**src/rtl/alu_result_buf_if.sv**
```systemverilog
// Handshake bundle between the ALU execute stage and the memory/write-back stage.
// The master drives ALU results and consumes the buffered head entry.
interface alu_result_buf_if #(
  parameter int unsigned DW = 32,
  parameter int unsigned RW = 5
);
  logic          in_valid;
  logic          in_ready;
  logic [DW-1:0] in_res;
  logic          in_zero;
  logic          in_neg;
  logic          in_ovf;
  logic [RW-1:0] in_rd;
  logic          out_valid;
  logic          out_ready;
  logic [DW-1:0] out_res;
  logic          out_zero;
  logic          out_neg;
  logic [RW-1:0] out_rd;

  modport master (
    output in_valid, in_res, in_zero, in_neg, in_ovf, in_rd, out_ready,
    input  in_ready, out_valid, out_res, out_zero, out_neg, out_rd
  );

  modport slave (
    input  in_valid, in_res, in_zero, in_neg, in_ovf, in_rd, out_ready,
    output in_ready, out_valid, out_res, out_zero, out_neg, out_rd
  );
endinterface

```
**src/rtl/alu_result_buf.sv**
```systemverilog
// Two-entry skid buffer for ALU results; overflowed results are dropped and
// reported through an exception pulse, a sticky flag and a saturating counter.
module alu_result_buf #(
  parameter int unsigned DW = 32,
  parameter int unsigned RW = 5,
  parameter int unsigned CW = 8
) (
  input  logic          clk,
  input  logic          rst_n,
  alu_result_buf_if.slave bus,
  input  logic          flush,
  output logic          exc_valid,
  output logic [RW-1:0] exc_rd,
  output logic          ovf_sticky,
  input  logic          ovf_clr,
  output logic [CW-1:0] ovf_count
);

  logic [DW-1:0] mem_res  [2];
  logic          mem_zero [2];
  logic          mem_neg  [2];
  logic [RW-1:0] mem_rd   [2];
  logic          head;
  logic          tail;
  logic [1:0]    count;
  logic          push;
  logic          pop;
  logic          drop;

  // in_ready depends only on the registered count, never on out_ready
  assign bus.in_ready  = (count != 2'd2);
  assign bus.out_valid = (count != 2'd0);
  assign bus.out_res   = mem_res[head];
  assign bus.out_zero  = mem_zero[head];
  assign bus.out_neg   = mem_neg[head];
  assign bus.out_rd    = mem_rd[head];

  always_comb begin
    push = 1'b0;
    pop  = 1'b0;
    drop = 1'b0;
    if (!flush) begin
      push = bus.in_valid & bus.in_ready & ~bus.in_ovf;
      drop = bus.in_valid & bus.in_ready &  bus.in_ovf;
      pop  = bus.out_valid & bus.out_ready;
    end
  end

  always_ff @(posedge clk or negedge rst_n) begin
    if (!rst_n) begin
      count <= 2'd0;
      head  <= 1'b0;
      tail  <= 1'b0;
      for (int unsigned i = 0; i < 2; i++) begin
        mem_res[i]  <= '0;
        mem_zero[i] <= 1'b0;
        mem_neg[i]  <= 1'b0;
        mem_rd[i]   <= '0;
      end
    end else if (flush) begin
      count <= 2'd0;
      head  <= 1'b0;
      tail  <= 1'b0;
    end else begin
      // a push only ever writes the head slot while the buffer is empty
      if (push) begin
        mem_res[tail]  <= bus.in_res;
        mem_zero[tail] <= bus.in_zero;
        mem_neg[tail]  <= bus.in_neg;
        mem_rd[tail]   <= bus.in_rd;
        tail           <= ~tail;
      end
      if (pop) head <= ~head;
      case ({push, pop})
        2'b10:   count <= count + 2'd1;
        2'b01:   count <= count - 2'd1;
        default: count <= count;
      endcase
    end
  end

  always_ff @(posedge clk or negedge rst_n) begin
    if (!rst_n) begin
      exc_valid  <= 1'b0;
      exc_rd     <= '0;
      ovf_sticky <= 1'b0;
      ovf_count  <= '0;
    end else begin
      exc_valid <= drop;
      if (drop) exc_rd <= bus.in_rd;
      // a drop in the same cycle as ovf_clr wins over the clear
      if (drop)         ovf_sticky <= 1'b1;
      else if (ovf_clr) ovf_sticky <= 1'b0;
      if (drop) begin
        if (ovf_clr)              ovf_count <= CW'(1);
        else if (ovf_count != '1) ovf_count <= ovf_count + CW'(1);
      end else if (ovf_clr) begin
        ovf_count <= '0;
      end
    end
  end

endmodule

```
**src/flat_wrapper.sv**
```systemverilog
// flat-port wrapper written by rule: the top's interface ports become plain ports
module alu_result_buf_flat 
#(
  parameter int unsigned DW = 32,
  parameter int unsigned RW = 5,
  parameter int unsigned CW = 8
)
  (clk, rst_n, flush, exc_valid, exc_rd, ovf_sticky, ovf_clr, ovf_count, bus_in_valid, bus_in_res, bus_in_zero, bus_in_neg, bus_in_ovf, bus_in_rd, bus_out_ready, bus_in_ready, bus_out_valid, bus_out_res, bus_out_zero, bus_out_neg, bus_out_rd);
  alu_result_buf_if #(.DW(DW), .RW(RW)) bus_i ();
  input  logic clk;
  input  logic rst_n;
  input  logic flush;
  output logic exc_valid;
  output logic [RW-1:0] exc_rd;
  output logic ovf_sticky;
  input  logic ovf_clr;
  output logic [CW-1:0] ovf_count;
  input wire logic [$bits(bus_i.in_valid)-1:0] bus_in_valid;
  input wire logic [$bits(bus_i.in_res)-1:0] bus_in_res;
  input wire logic [$bits(bus_i.in_zero)-1:0] bus_in_zero;
  input wire logic [$bits(bus_i.in_neg)-1:0] bus_in_neg;
  input wire logic [$bits(bus_i.in_ovf)-1:0] bus_in_ovf;
  input wire logic [$bits(bus_i.in_rd)-1:0] bus_in_rd;
  input wire logic [$bits(bus_i.out_ready)-1:0] bus_out_ready;
  output wire logic [$bits(bus_i.in_ready)-1:0] bus_in_ready;
  output wire logic [$bits(bus_i.out_valid)-1:0] bus_out_valid;
  output wire logic [$bits(bus_i.out_res)-1:0] bus_out_res;
  output wire logic [$bits(bus_i.out_zero)-1:0] bus_out_zero;
  output wire logic [$bits(bus_i.out_neg)-1:0] bus_out_neg;
  output wire logic [$bits(bus_i.out_rd)-1:0] bus_out_rd;
  assign bus_i.in_valid = bus_in_valid;
  assign bus_i.in_res = bus_in_res;
  assign bus_i.in_zero = bus_in_zero;
  assign bus_i.in_neg = bus_in_neg;
  assign bus_i.in_ovf = bus_in_ovf;
  assign bus_i.in_rd = bus_in_rd;
  assign bus_i.out_ready = bus_out_ready;
  assign bus_in_ready = bus_i.in_ready;
  assign bus_out_valid = bus_i.out_valid;
  assign bus_out_res = bus_i.out_res;
  assign bus_out_zero = bus_i.out_zero;
  assign bus_out_neg = bus_i.out_neg;
  assign bus_out_rd = bus_i.out_rd;
  alu_result_buf #(.DW(DW), .RW(RW), .CW(CW)) u_core (.clk(clk), .rst_n(rst_n), .bus(bus_i), .flush(flush), .exc_valid(exc_valid), .exc_rd(exc_rd), .ovf_sticky(ovf_sticky), .ovf_clr(ovf_clr), .ovf_count(ovf_count));
endmodule
```
**config.mk**
```make
export PLATFORM = sky130hd
export DESIGN_NAME = alu_result_buf_flat
export DESIGN_NICKNAME = d
export VERILOG_FILES = /design/src/rtl/alu_result_buf_if.sv /design/src/rtl/alu_result_buf.sv /design/src/flat_wrapper.sv
export SDC_FILE = /design/constraint.sdc
export NUM_CORES = 1
export LEC_CHECK = 0
export ABC_AREA = 1
export CAP_MARGIN = 40
export CORE_MARGIN = 8
export CORE_UTILIZATION = 40
export CTS_BUF_LIST = sky130_fd_sc_hd__clkbuf_4
export DETAILED_ROUTE_END_ITERATION = 8
export PLACE_DENSITY = 0.66
export SYNTH_ARGS = -nofsm -noshare
export SYNTH_HDL_FRONTEND = slang
export SYNTH_SLANG_ARGS = --single-unit
export TNS_END_PERCENT = 5
```
**constraint.sdc**
```tcl
create_clock -name clk -period 2.8 [get_ports clk]
set_clock_uncertainty 0.1 [all_clocks]
set_input_delay 0.56 -clock clk [delete_from_list [all_inputs] [get_ports clk]]
set_output_delay 0.56 -clock clk [all_outputs]
set_load 0.02 [all_outputs]
```
==> results.txt, run 1 <==
- Number of enable flip-flop cells after synthesis: 0
* Finish-stage setup viols: 0
* Power, Total: ~5.2 mW
* Data required time at the worst endpoint: about 2100 ps
- At the pin with the least slew margin, the transition time is around 620 ps.
* Number of setup buffers added after CTS: 0
- Slew Limit Fails: 0
- The pre-antenna-repair detailed-routing pass consisted of 7 iterations.
- After floorplanning, the core was sized to cover roughly 11000 sq um.
* Total Routing Usage GR: ~15%
- On the critical path, the stage with the largest delay is an instance of clkdlybuf4s50_1.
- Clock H-tree levels: 3
* Overall overflow remaining after global route: 0
* CP max stage delay: around 620 ps
- The number of clock buffers added by TritonCTS is 9.
* Warnings from Yosys: 0
* Status: finished, final reports clean
- Die width: ~120 microns
- Worst setup slack for register-to-register paths: between 1000 and 1500 ps
* Critical path capture point type: primary output
* Worst supply voltage drop on vdd: around 430 uV
* Top fanout value on the critical path: 32
* Synthesized netlist cell count: approximately 540
* Class of the tightest hold or removal check: in -> async
* Final #Nets: between 600 and 700
* Std cell rows: 38
* Biggest area contributors in the synthesized netlist: dfrtp_1 (55%), nand2_1 (20%), o21ai_1 (6.3%), inv_1 (4.5%), o21ai_0 (4.1%)
- For this run, the share of the core covered by cells in the final layout is 52.88%.
- After synthesis, the share of flip-flops with an asynchronous set or reset is 100.0%.
* Final critical-path required period: between 2000 and 3000 ps
- Once the floorplan was initialized, standard cells occupied between 40% and 50% of the core.
- Among the stages of the critical path, the cell type that occurs most often is nand2_1.
- After detailed routing, the average wire length per cell comes to between 10 and 15 microns.
- The post-route netlist has under 10% of its cells at a drive strength greater than 1.
- Summed over its instances, the top area cell type makes up 55.43% of the synthesized netlist area.
- Most used flip-flop cell after synthesis: dfrtp_1
- The first routing iteration left ~210 violations.
- Overall die height: about 120 microns
- Seq cells post-synth: 97
- After synthesis, the netlist uses 25 different library cells.
- Pin count of the biggest net entering global routing: 50
- The synthesized netlist occupies a cell area of roughly 4400 sq um.
* Rel. slew slack: between 50% and 60%
- CP Cell Sequence: inv_1 > buf_12 > nand2_1 > nand2_1 > clkdlybuf4s50_1
- Summed over all instances, the cell type with the most area after synthesis is dfrtp_1.
- The number of nets handed over by synthesis was ~600.
- Antenna violations before repair: 1
- GPL Wtd Cong: approximately 0.82
- Clock Pin Slew Worst Setup and Hold Paths: 150 ps
- Max-Cap Viols: 0
- In this run the mean area of a mapped cell was 8.065 sq um.
* RSZ-0062 raised after global routing: no
- Buffers inserted to repair hold after CTS numbered 0.
* Worst setup endpoint: bus_out_zero
- Counting along the longest clock path gives a buffer depth of 2.
* Number of primary I/O pins: just over 100
* Startpoint types: flip-flop
- Average vias per placed instance: between 4 and 5
- Count of unresolved DRC violations after routing: 0
* Clock tree from TritonCTS: yes
* Max Clock Freq: 0.3833 GHz
- Counting cells, the worst reg-to-reg path comes to 8.
- After synthesis, the most frequently instantiated cells are nand2_1 (237), dfrtp_1 (97), o21ai_1 (55), inv_1 (52), o21ai_0 (36).
- The hold violation count in the final report was 0.
* Dominant cell by count in the synthesized netlist: nand2_1
- In this run the remaining antenna-violating nets after routing total 0.
* Reg-to-reg critical path endpoint: u_core.mem_res[48]
* Clock insertion delay at the later pin of the skew report: between 400 and 500 ps
- Area enclosed by the die boundary: around 15000 sq um
* Total via count after detailed routing: roughly 3700
- Root cell of the clock tree: clkbuf_4
- The critical path starts at u_core.head.
* Post-route setup TNS: 0 ps
* Vias in the first global route: roughly 3800
- The clock drives 97 sinks.
* Static Leakage: 2.880 nW
- The area growth from synthesis to layout is 29.74%.
- Number of instances resized during post-cts repair: 0
* Worst endpoint data arrival time: 1950 ps
- The first global-routing pass estimated 18.02 mm of wire.
- Seq/Total Area, Yosys: between 50% and 60%
- Launching point of the worst reg2reg path: u_core.count[0]
* Input/output buffers: ~100
- Type of the worst setup path: reg -> out
- Detailed placement HPWL: 7.522 mm
- Final wirelength: roughly 10 mm
- Share of the clock period used by the worst path: around 93%
* Pwr per Cell Area: slightly above 900 nW/um^2
-- registers in the layout (all words and copies together), names as in the netlist --
signal and count:
u_core.count 2, u_core.exc_rd 5, u_core.exc_valid 1, u_core.head 1, u_core.mem_neg 2, u_core.mem_rd 10
u_core.mem_res 64, u_core.mem_zero 2, u_core.ovf_count 8, u_core.ovf_sticky 1, u_core.tail 1
-- report_power, final --
part | internal (mW) | total (mW) | switching [mW]
Clock | 0.202 | 0.652 | 0.449
Sequential | 1.95 | 2.25 | 0.303
Combinational | 1.03 | 2.25 | 1.22
-- how the worst min path moves through the flow --
stage	depth (start not counted)	endpoint	start	slack [ps]
2_1_floorplan	0	u_core.count[0]	rst_n	160
3_3_place_gp	2	u_core.mem_res[50]	u_core.mem_res[50]	370
3_5_place_dp	2	u_core.mem_res[1]	u_core.mem_res[1]	370
4_1_cts	1	u_core.mem_res[27]	rst_n	20
5_1_grt	1	u_core.mem_rd[4]	rst_n	40
6_report	1	u_core.mem_rd[4]	rst_n	30
-- kinds of logic (layout without fill, tap and decap cells) --
kind of cell,after synthesis,in the layout,synth area share (%)
simple gates,270,270,25.29
xor+xnor,1,1,0.2000
other cells,0,1,0
flops,97,97,55.43
fa+ha+maj,1,1,0.2857
buf+inv,81,186,8.114
compound gates,93,93,10.69
-- area by class of cell --
cell class	count	area, sq um
clock inverters	5	31.28
inverters	56	210.2
repair buffers	114	1156
well taps	140	175.2
flip-flops and latches	97	2427
clock buffers	11	82.58
diodes	1	2.502
multi-input cells	365	1597
fillers	1047	5064
-- cells in the final DEF, fill, tap and decap left out, types with 8 or more instances in the layout --
cell / n
inv_1: 52
dfrtp_1: 97
nor2_1: 9
clkdlybuf4s50_1: 100
clkbuf_4: 11
o21ai_1: 55
nand2_1: 237
buf_4: 10
o21ai_0: 36
nand3_1: 8
-- worst max-delay path, delay by kind of cell, from the launching register on --
| family | cells | cell delay, ps |
|---|---|---|
| flip-flops | 1 | 420 |
| buffers and inverters | 3 | 940 |
| AND/OR/NAND/NOR | 2 | 170 |
-- metrics by stage --
stage | cell area (sq um) | cells | setup slack (ps) | hold WS (ps)
finish | 5682 | 789 | 191.0 | 31.42
global placement | 5565 | 772 | 535.7 | 366.7
CTS | 5679 | 788 | 128.8 | 18.08
floorplan | 4379 | 543 | 992.7 | 164.4
global route | 5682 | 789 | 39.65 | 44.92
detailed placement | 5565 | 772 | 513.9 | 372.9
-- layer usage --
metal | wire (microns) | part of all wire [%] | track usage, %
met1 | 4824 | 46 | 19.52
met3 | 627 | 6.0 | 3.916
met2 | 4847 | 46 | 23.97
met5 | 0 | 0 | 0
met4 | 160 | 1.5 | 6.323
Power figures use the tool's default switching activity.
==> run 2, diff against run 1 <==
- CAP_MARGIN: 40 -> not set
==> results of run 2 <==
No change in the layout: final DEF, timing and power equal those of run 1.
==> run 3, diff against run 2 <==
- CAP_MARGIN: not set -> 20
==> results of run 3 <==
No change in the layout: final DEF, timing and power equal those of run 1.
